$ cat src/rtl/branch_predictor.sv
// Direct-mapped branch target buffer with saturating direction counters.
// Predicts combinationally at fetch, carries the prediction to EX, resolves and trains there.
module branch_predictor #(
  parameter int ENTRIES  = 16,
  parameter int CTR_BITS = 2
) (
  input  logic        clk,
  input  logic        reset,
  input  logic [31:0] pc_f,
  input  logic        stall_d,
  input  logic        flush_e,
  input  logic        branch_e,
  input  logic        taken_e,
  input  logic [31:0] pcplus4_e,
  input  logic [31:0] pcbranch_e,
  output logic        hit_f,
  output logic        predtaken_f,
  output logic [31:0] predtarget_f,
  output logic        mispredict_e,
  output logic [31:0] redirect_e
);

  localparam int IDX   = $clog2(ENTRIES);
  localparam int TAG_W = 30 - IDX;

  localparam logic [CTR_BITS-1:0] CTR_WNT = CTR_BITS'((1 << (CTR_BITS - 1)) - 1);
  localparam logic [CTR_BITS-1:0] CTR_WT  = CTR_BITS'(1 << (CTR_BITS - 1));
  localparam logic [CTR_BITS-1:0] CTR_MAX = {CTR_BITS{1'b1}};

  function automatic logic [CTR_BITS-1:0] sat_inc(input logic [CTR_BITS-1:0] c);
    return (c == CTR_MAX) ? c : c + CTR_BITS'(1);
  endfunction

  function automatic logic [CTR_BITS-1:0] sat_dec(input logic [CTR_BITS-1:0] c);
    return (c == '0) ? c : c - CTR_BITS'(1);
  endfunction

  logic                valid_q  [ENTRIES];
  logic [TAG_W-1:0]    tag_q    [ENTRIES];
  logic [31:0]         target_q [ENTRIES];
  logic [CTR_BITS-1:0] ctr_q    [ENTRIES];

  logic        predtaken_p1_q, predtaken_p1_d;
  logic [31:0] predtarget_p1_q, predtarget_p1_d;
  logic        predtaken_p2_q, predtaken_p2_d;
  logic [31:0] predtarget_p2_q, predtarget_p2_d;

  // ---- Fetch: combinational lookup ----
  logic [IDX-1:0]   idx_f;
  logic [TAG_W-1:0] tag_f;

  assign idx_f = pc_f[IDX+1:2];
  assign tag_f = pc_f[31:IDX+2];

  always_comb begin
    hit_f        = valid_q[idx_f] && (tag_q[idx_f] == tag_f);
    predtaken_f  = hit_f && ctr_q[idx_f][CTR_BITS-1];
    predtarget_f = hit_f ? target_q[idx_f] : pc_f + 32'd4;
  end

  // ---- IF/ID and ID/EX prediction carriers ----
  always_comb begin
    predtaken_p1_d  = predtaken_p1_q;
    predtarget_p1_d = predtarget_p1_q;
    if (mispredict_e) begin
      predtaken_p1_d  = 1'b0;
      predtarget_p1_d = '0;
    end else if (!stall_d) begin
      predtaken_p1_d  = predtaken_f;
      predtarget_p1_d = predtarget_f;
    end

    predtaken_p2_d  = predtaken_p1_q;
    predtarget_p2_d = predtarget_p1_q;
    if (mispredict_e || flush_e) begin
      predtaken_p2_d  = 1'b0;
      predtarget_p2_d = '0;
    end
  end

  always_ff @(posedge clk) begin
    if (reset) begin
      predtaken_p1_q  <= 1'b0;
      predtarget_p1_q <= '0;
      predtaken_p2_q  <= 1'b0;
      predtarget_p2_q <= '0;
    end else begin
      predtaken_p1_q  <= predtaken_p1_d;
      predtarget_p1_q <= predtarget_p1_d;
      predtaken_p2_q  <= predtaken_p2_d;
      predtarget_p2_q <= predtarget_p2_d;
    end
  end

  // ---- Execute: resolution ----
  logic [31:0]      pc_e;
  logic [IDX-1:0]   idx_e;
  logic [TAG_W-1:0] tag_e;
  logic             hit_e;

  assign pc_e  = pcplus4_e - 32'd4;
  assign idx_e = pc_e[IDX+1:2];
  assign tag_e = pc_e[31:IDX+2];
  assign hit_e = valid_q[idx_e] && (tag_q[idx_e] == tag_e);

  always_comb begin
    mispredict_e = 1'b0;
    redirect_e   = pcplus4_e;
    if (branch_e && taken_e && (!predtaken_p2_q || (predtarget_p2_q != pcbranch_e))) begin
      mispredict_e = 1'b1;
      redirect_e   = pcbranch_e;
    end else if (branch_e && !taken_e && predtaken_p2_q) begin
      mispredict_e = 1'b1;
    end else if (!branch_e && predtaken_p2_q) begin
      mispredict_e = 1'b1;
    end
  end

  // ---- Execute: table training ----
  logic                set_valid, clr_valid, ctr_en, tag_en, tgt_en;
  logic [CTR_BITS-1:0] ctr_d;

  always_comb begin
    set_valid = 1'b0;
    clr_valid = 1'b0;
    ctr_en    = 1'b0;
    tag_en    = 1'b0;
    tgt_en    = 1'b0;
    ctr_d     = ctr_q[idx_e];
    if (!reset) begin
      if (branch_e) begin
        if (hit_e) begin
          ctr_en = 1'b1;
          ctr_d  = taken_e ? sat_inc(ctr_q[idx_e]) : sat_dec(ctr_q[idx_e]);
          tgt_en = taken_e;
        end else if (taken_e) begin
          set_valid = 1'b1;
          tag_en    = 1'b1;
          tgt_en    = 1'b1;
          ctr_en    = 1'b1;
          ctr_d     = CTR_WT;
        end
      end else if (predtaken_p2_q && hit_e) begin
        // A non-branch that predicted taken owns a stale entry; drop it.
        clr_valid = 1'b1;
      end
    end
  end

  always_ff @(posedge clk) begin
    if (reset) begin
      for (int i = 0; i < ENTRIES; i++) begin
        valid_q[i] <= 1'b0;
        ctr_q[i]   <= CTR_WNT;
      end
    end else begin
      if (set_valid) valid_q[idx_e] <= 1'b1;
      if (clr_valid) valid_q[idx_e] <= 1'b0;
      if (ctr_en)    ctr_q[idx_e]   <= ctr_d;
    end
  end

  always_ff @(posedge clk) begin
    if (tag_en) tag_q[idx_e]    <= tag_e;
    if (tgt_en) target_q[idx_e] <= pcbranch_e;
  end

  logic unused_pc_bits;
  assign unused_pc_bits = ^{pc_f[1:0], pc_e[1:0]};

endmodule

$ cat config.mk
export PLATFORM = sky130hd
export DESIGN_NAME = branch_predictor
export DESIGN_NICKNAME = d
export VERILOG_FILES = /design/src/rtl/branch_predictor.sv
export SDC_FILE = /design/constraint.sdc
export NUM_CORES = 2
export LEC_CHECK = 0
export BUFFER_PORTS_ARGS = -buffer_cell sky130_fd_sc_hd__buf_2
export CAP_MARGIN = 10
export CORE_AREA = 2 2 378 380
export DETAILED_ROUTE_END_ITERATION = 8
export DIE_AREA = 0 0 380 382
export GPL_ROUTABILITY_DRIVEN = 1
export PLACE_DENSITY = 0.53
export REMOVE_ABC_BUFFERS = 1
export SYNTH_ARGS = -nofsm -noshare
export SYNTH_HDL_FRONTEND = slang
export SYNTH_SLANG_ARGS = --single-unit
$ cat constraint.sdc
create_clock -name clk -period 8.93 [get_ports clk]
set_clock_uncertainty 0.05 [all_clocks]
set_input_delay 1.786 -clock clk [delete_from_list [all_inputs] [get_ports clk]]
set_output_delay 1.786 -clock clk [all_outputs]
set_load 0.005 [all_outputs]
==> results.sh <==
export IMPL_die_area_mm2=0.145
export IMPL_dr_pass1_iters=5
export IMPL_antenna_found_initial=13
export IMPL_powerDensity_mw_per_mm2=206
export IMPL_initial_utilization_pct=32.8
export IMPL_cts_sinks=1042
export IMPL_tns_ps=0
export IMPL_critPathLaunch="pc_f[3]"
export IMPL_stdcell_count=4659
export IMPL_drive_gt1_share_pct=35.0
export IMPL_cts_max_path_buffers=3
export IMPL_finalHoldViolCount=0
export IMPL_critical_path_class="input port to output pin"
export IMPL_finalSetupViolCount=0
export IMPL_end_kind="output pin"
export IMPL_crit_fanout=52
export IMPL_fmax_mhz=123
export IMPL_wl_mm=147
export IMPL_crit_path_start_kind="input port"
export IMPL_vias_per_cell=5.64
export IMPL_post_place_cells=4459
export IMPL_yosysSeqAreaShare_pct=66.2
export IMPL_fill_cells=12900
export IMPL_cp_data_arrival_time_ps=6320
export IMPL_insertion_delay_ps=760
export IMPL_hold_buffers=0
export IMPL_grt_usage_pct=20.0
export IMPL_ys_dominant_reg_cell="edfxtp_1"
export IMPL_final_nets=2787
export IMPL_r2r_start="tag_q[8][5]$_DFFE_PP_"
export IMPL_rsz0062_at_grt="false"
export IMPL_boundaryPins=169
export IMPL_synth_edff_count=976
export IMPL_drv_cap=0
export IMPL_numCtsBuffers=106
export IMPL_first_iter_violations=3208
export IMPL_tritoncts="yes"
export IMPL_power_mw=11.0
export IMPL_hold_path_class="flip-flop to flip-flop"
export IMPL_root_buffer="clkbuf_16"
export IMPL_ant_nets=0
export IMPL_post_cts_setup_buffers=0
export IMPL_gp_congestion=0.844
export IMPL_dp_hpwl_mm=93.6
export IMPL_htree_levels=3
export IMPL_cts_resized=0
export IMPL_rows=138
export IMPL_num_vias=26300
export IMPL_wl_per_cell_um=31.5
export IMPL_die_x_um=380
export IMPL_run_status="finished, final reports clean"
export IMPL_clk_pin_slew_ps=60
export IMPL_core_mm2=0.141
export IMPL_ys_warn_count=0
export IMPL_grt_pass1_wl_mm=206
export IMPL_drc=0
export IMPL_first_global_vias=26700
export IMPL_p_leak_nw=17.0
export IMPL_portBuffers=168
export IMPL_seq_area_mm2=0.0306
export IMPL_async_reset_ff_share_pct=0
export IMPL_grt_max_degree=85
export IMPL_grt_ovfl_total=0
export IMPL_ys_seq_elements=1042
export IMPL_yosysUniqueCellTypes=54
export IMPL_tightest_slew_ps=1140
export IMPL_ir_drop_mv=0.163
export IMPL_finalMaxSlewViolations=0
export IMPL_relSlewSlack_pct=23.8
export IMPL_avgSynthCellArea_um2=18.9
export IMPL_finalCriticalPeriod_ps=8150
export IMPL_multi_input_area_mm2=0.0151
export IMPL_fin_crit_sh_pct=91.3
export IMPL_cp_data_required_time_ps=7090
export IMPL_syn_inst=2454
export IMPL_syn_area_mm2=0.0463
export IMPL_worstHoldStart="predtarget_p1_q[30]$_SDFFE_PP0N_"
export IMPL_die_h_um=382
export IMPL_syn_to_final_growth_pct=16.2
[cell type report]
cell class / instances / share of cell area [%]
Sequential cell: 1042 / 57.0
Multi-Input combinational cell: 1226 / 28.1
Clock buffer: 133 / 5.29
Tap cell: 1890 / 4.40
Timing Repair Buffer: 279 / 3.48
Clock inverter: 63 / 1.53
Inverter: 25 / 0.175
Antenna cell: 1 / 0.00466
[layout by cell type (no fill, tap or decap), drive strengths merged, types with 18 or more instances in the layout]
cell    netlist  final
a21oi        22     22
buf          67    278
nor3         42     42
mux4        421    421
clkbuf       94    134
and2         48     48
nand2        63     63
mux2         42     42
o21ai        43     43
nand3        37     37
nor2        128    128
xnor2        92     92
xor2         30     30
inv          24     28
dfxtp        66     66
a22o         47     47
clkinv        1     42
edfxtp      976    976
mux2i        18     18
nor4         26     26
a22oi        30     30
nand4        32     32
[sequential cells by signal (all words and copies together) (netlist names)]
register / count
target_q: 512
tag_q: 416
ctr_q: 32
predtarget_p1_q: 32
predtarget_p2_q: 32
valid_q: 16
predtaken_p1_q: 1
predtaken_p2_q: 1
[power by group]
| group | internal [mW] | switching [mW] | total (mW) |
|---|---|---|---|
| Sequential | 5.39 | 0.0220 | 5.41 |
| Clock | 2.73 | 1.95 | 4.68 |
| Combinational | 0.382 | 0.570 | 0.953 |
[synth_stat cells (2+ instances only)]
cell / count / area share, %
o31ai_1: 6 / 0.097
a21oi_2: 10 / 0.19
clkbuf_1: 94 / 0.76
nor2_1: 128 / 1.0
buf_1: 22 / 0.18
buf_4: 4 / 0.065
nand2b_1: 5 / 0.068
mux2_2: 34 / 0.83
o311ai_1: 2 / 0.038
nand3_1: 37 / 0.40
and3_1: 12 / 0.16
nand2_1: 63 / 0.51
a21oi_1: 12 / 0.13
nand4b_1: 2 / 0.038
nand4_1: 32 / 0.43
o21a_1: 2 / 0.032
a21o_1: 7 / 0.11
dfxtp_1: 66 / 2.9
and2_1: 48 / 0.65
buf_6: 6 / 0.15
and4_1: 3 / 0.057
a22o_1: 47 / 0.89
buf_2: 35 / 0.38
nor4_1: 25 / 0.34
mux4_2: 421 / 20
mux2_4: 8 / 0.26
o211ai_1: 7 / 0.11
nor3_1: 42 / 0.45
xor2_1: 30 / 0.57
mux2i_1: 18 / 0.39
xnor2_1: 92 / 1.7
or2_2: 6 / 0.081
o21ai_0: 43 / 0.47
or4_1: 11 / 0.18
inv_1: 24 / 0.19
edfxtp_1: 976 / 63
nor2b_1: 3 / 0.041
a211o_1: 13 / 0.25
a22oi_1: 30 / 0.49
or3_1: 10 / 0.14
ha_1: 5 / 0.14
[final timing paths]
check | endpoint | slack [ps] | depth (start not counted)
min reg2reg | predtarget_p2_q[30]$_SDFF_PP0_ | 390 | 1
max reg2reg | tag_q[7][8]$_DFFE_PP_ | 4450 | 11
max | predtarget_f[12] | 780 | 11
min | predtarget_p2_q[30]$_SDFF_PP0_ | 390 | 1
[worst max-delay path, cell delays in order]
cell and delay [ps]:
buf_8 380, buf_4 290, mux4_2 510, mux4_2 490, xnor2_1 440, nand4_1 170
or4_1 520, or4_2 690, buf_4 380, mux2_4 410, buf_2 130
[logic make-up after synthesis]
logic type      share of synthesized area [%]
mux                                      22.0
compound gates                           2.92
fa+ha+maj                               0.135
xor+xnor                                 2.31
flops                                    66.2
simple gates                             4.72
buf+inv                                  1.73
[through the flow]
step	setup WS, ps	utilization, %	hold WS [ps]	area, um2
after detailed placement	831	35.5	402	50000
after CTS	822	38.1	392	53700
final	775	38.1	388	53700
after global routing	666	38.1	413	53700
after global placement	835	35.5	391	50000
after floorplan	127	-	379	45600
[per-layer routing]
layer | part of all wire (%) | track usage [%] | wire (um) | vias to the layer above
li1 | - | - | - | 10700
met1 | 41 | 27.7 | 60500 | 14100
met2 | 47 | 32.1 | 69700 | 1300
met3 | 8.8 | 4.18 | 13000 | 213
met4 | 2.4 | 5.48 | 3510 | 12
met5 | 0.049 | 0 | 72 | -
Power figures use the tool's default switching activity.
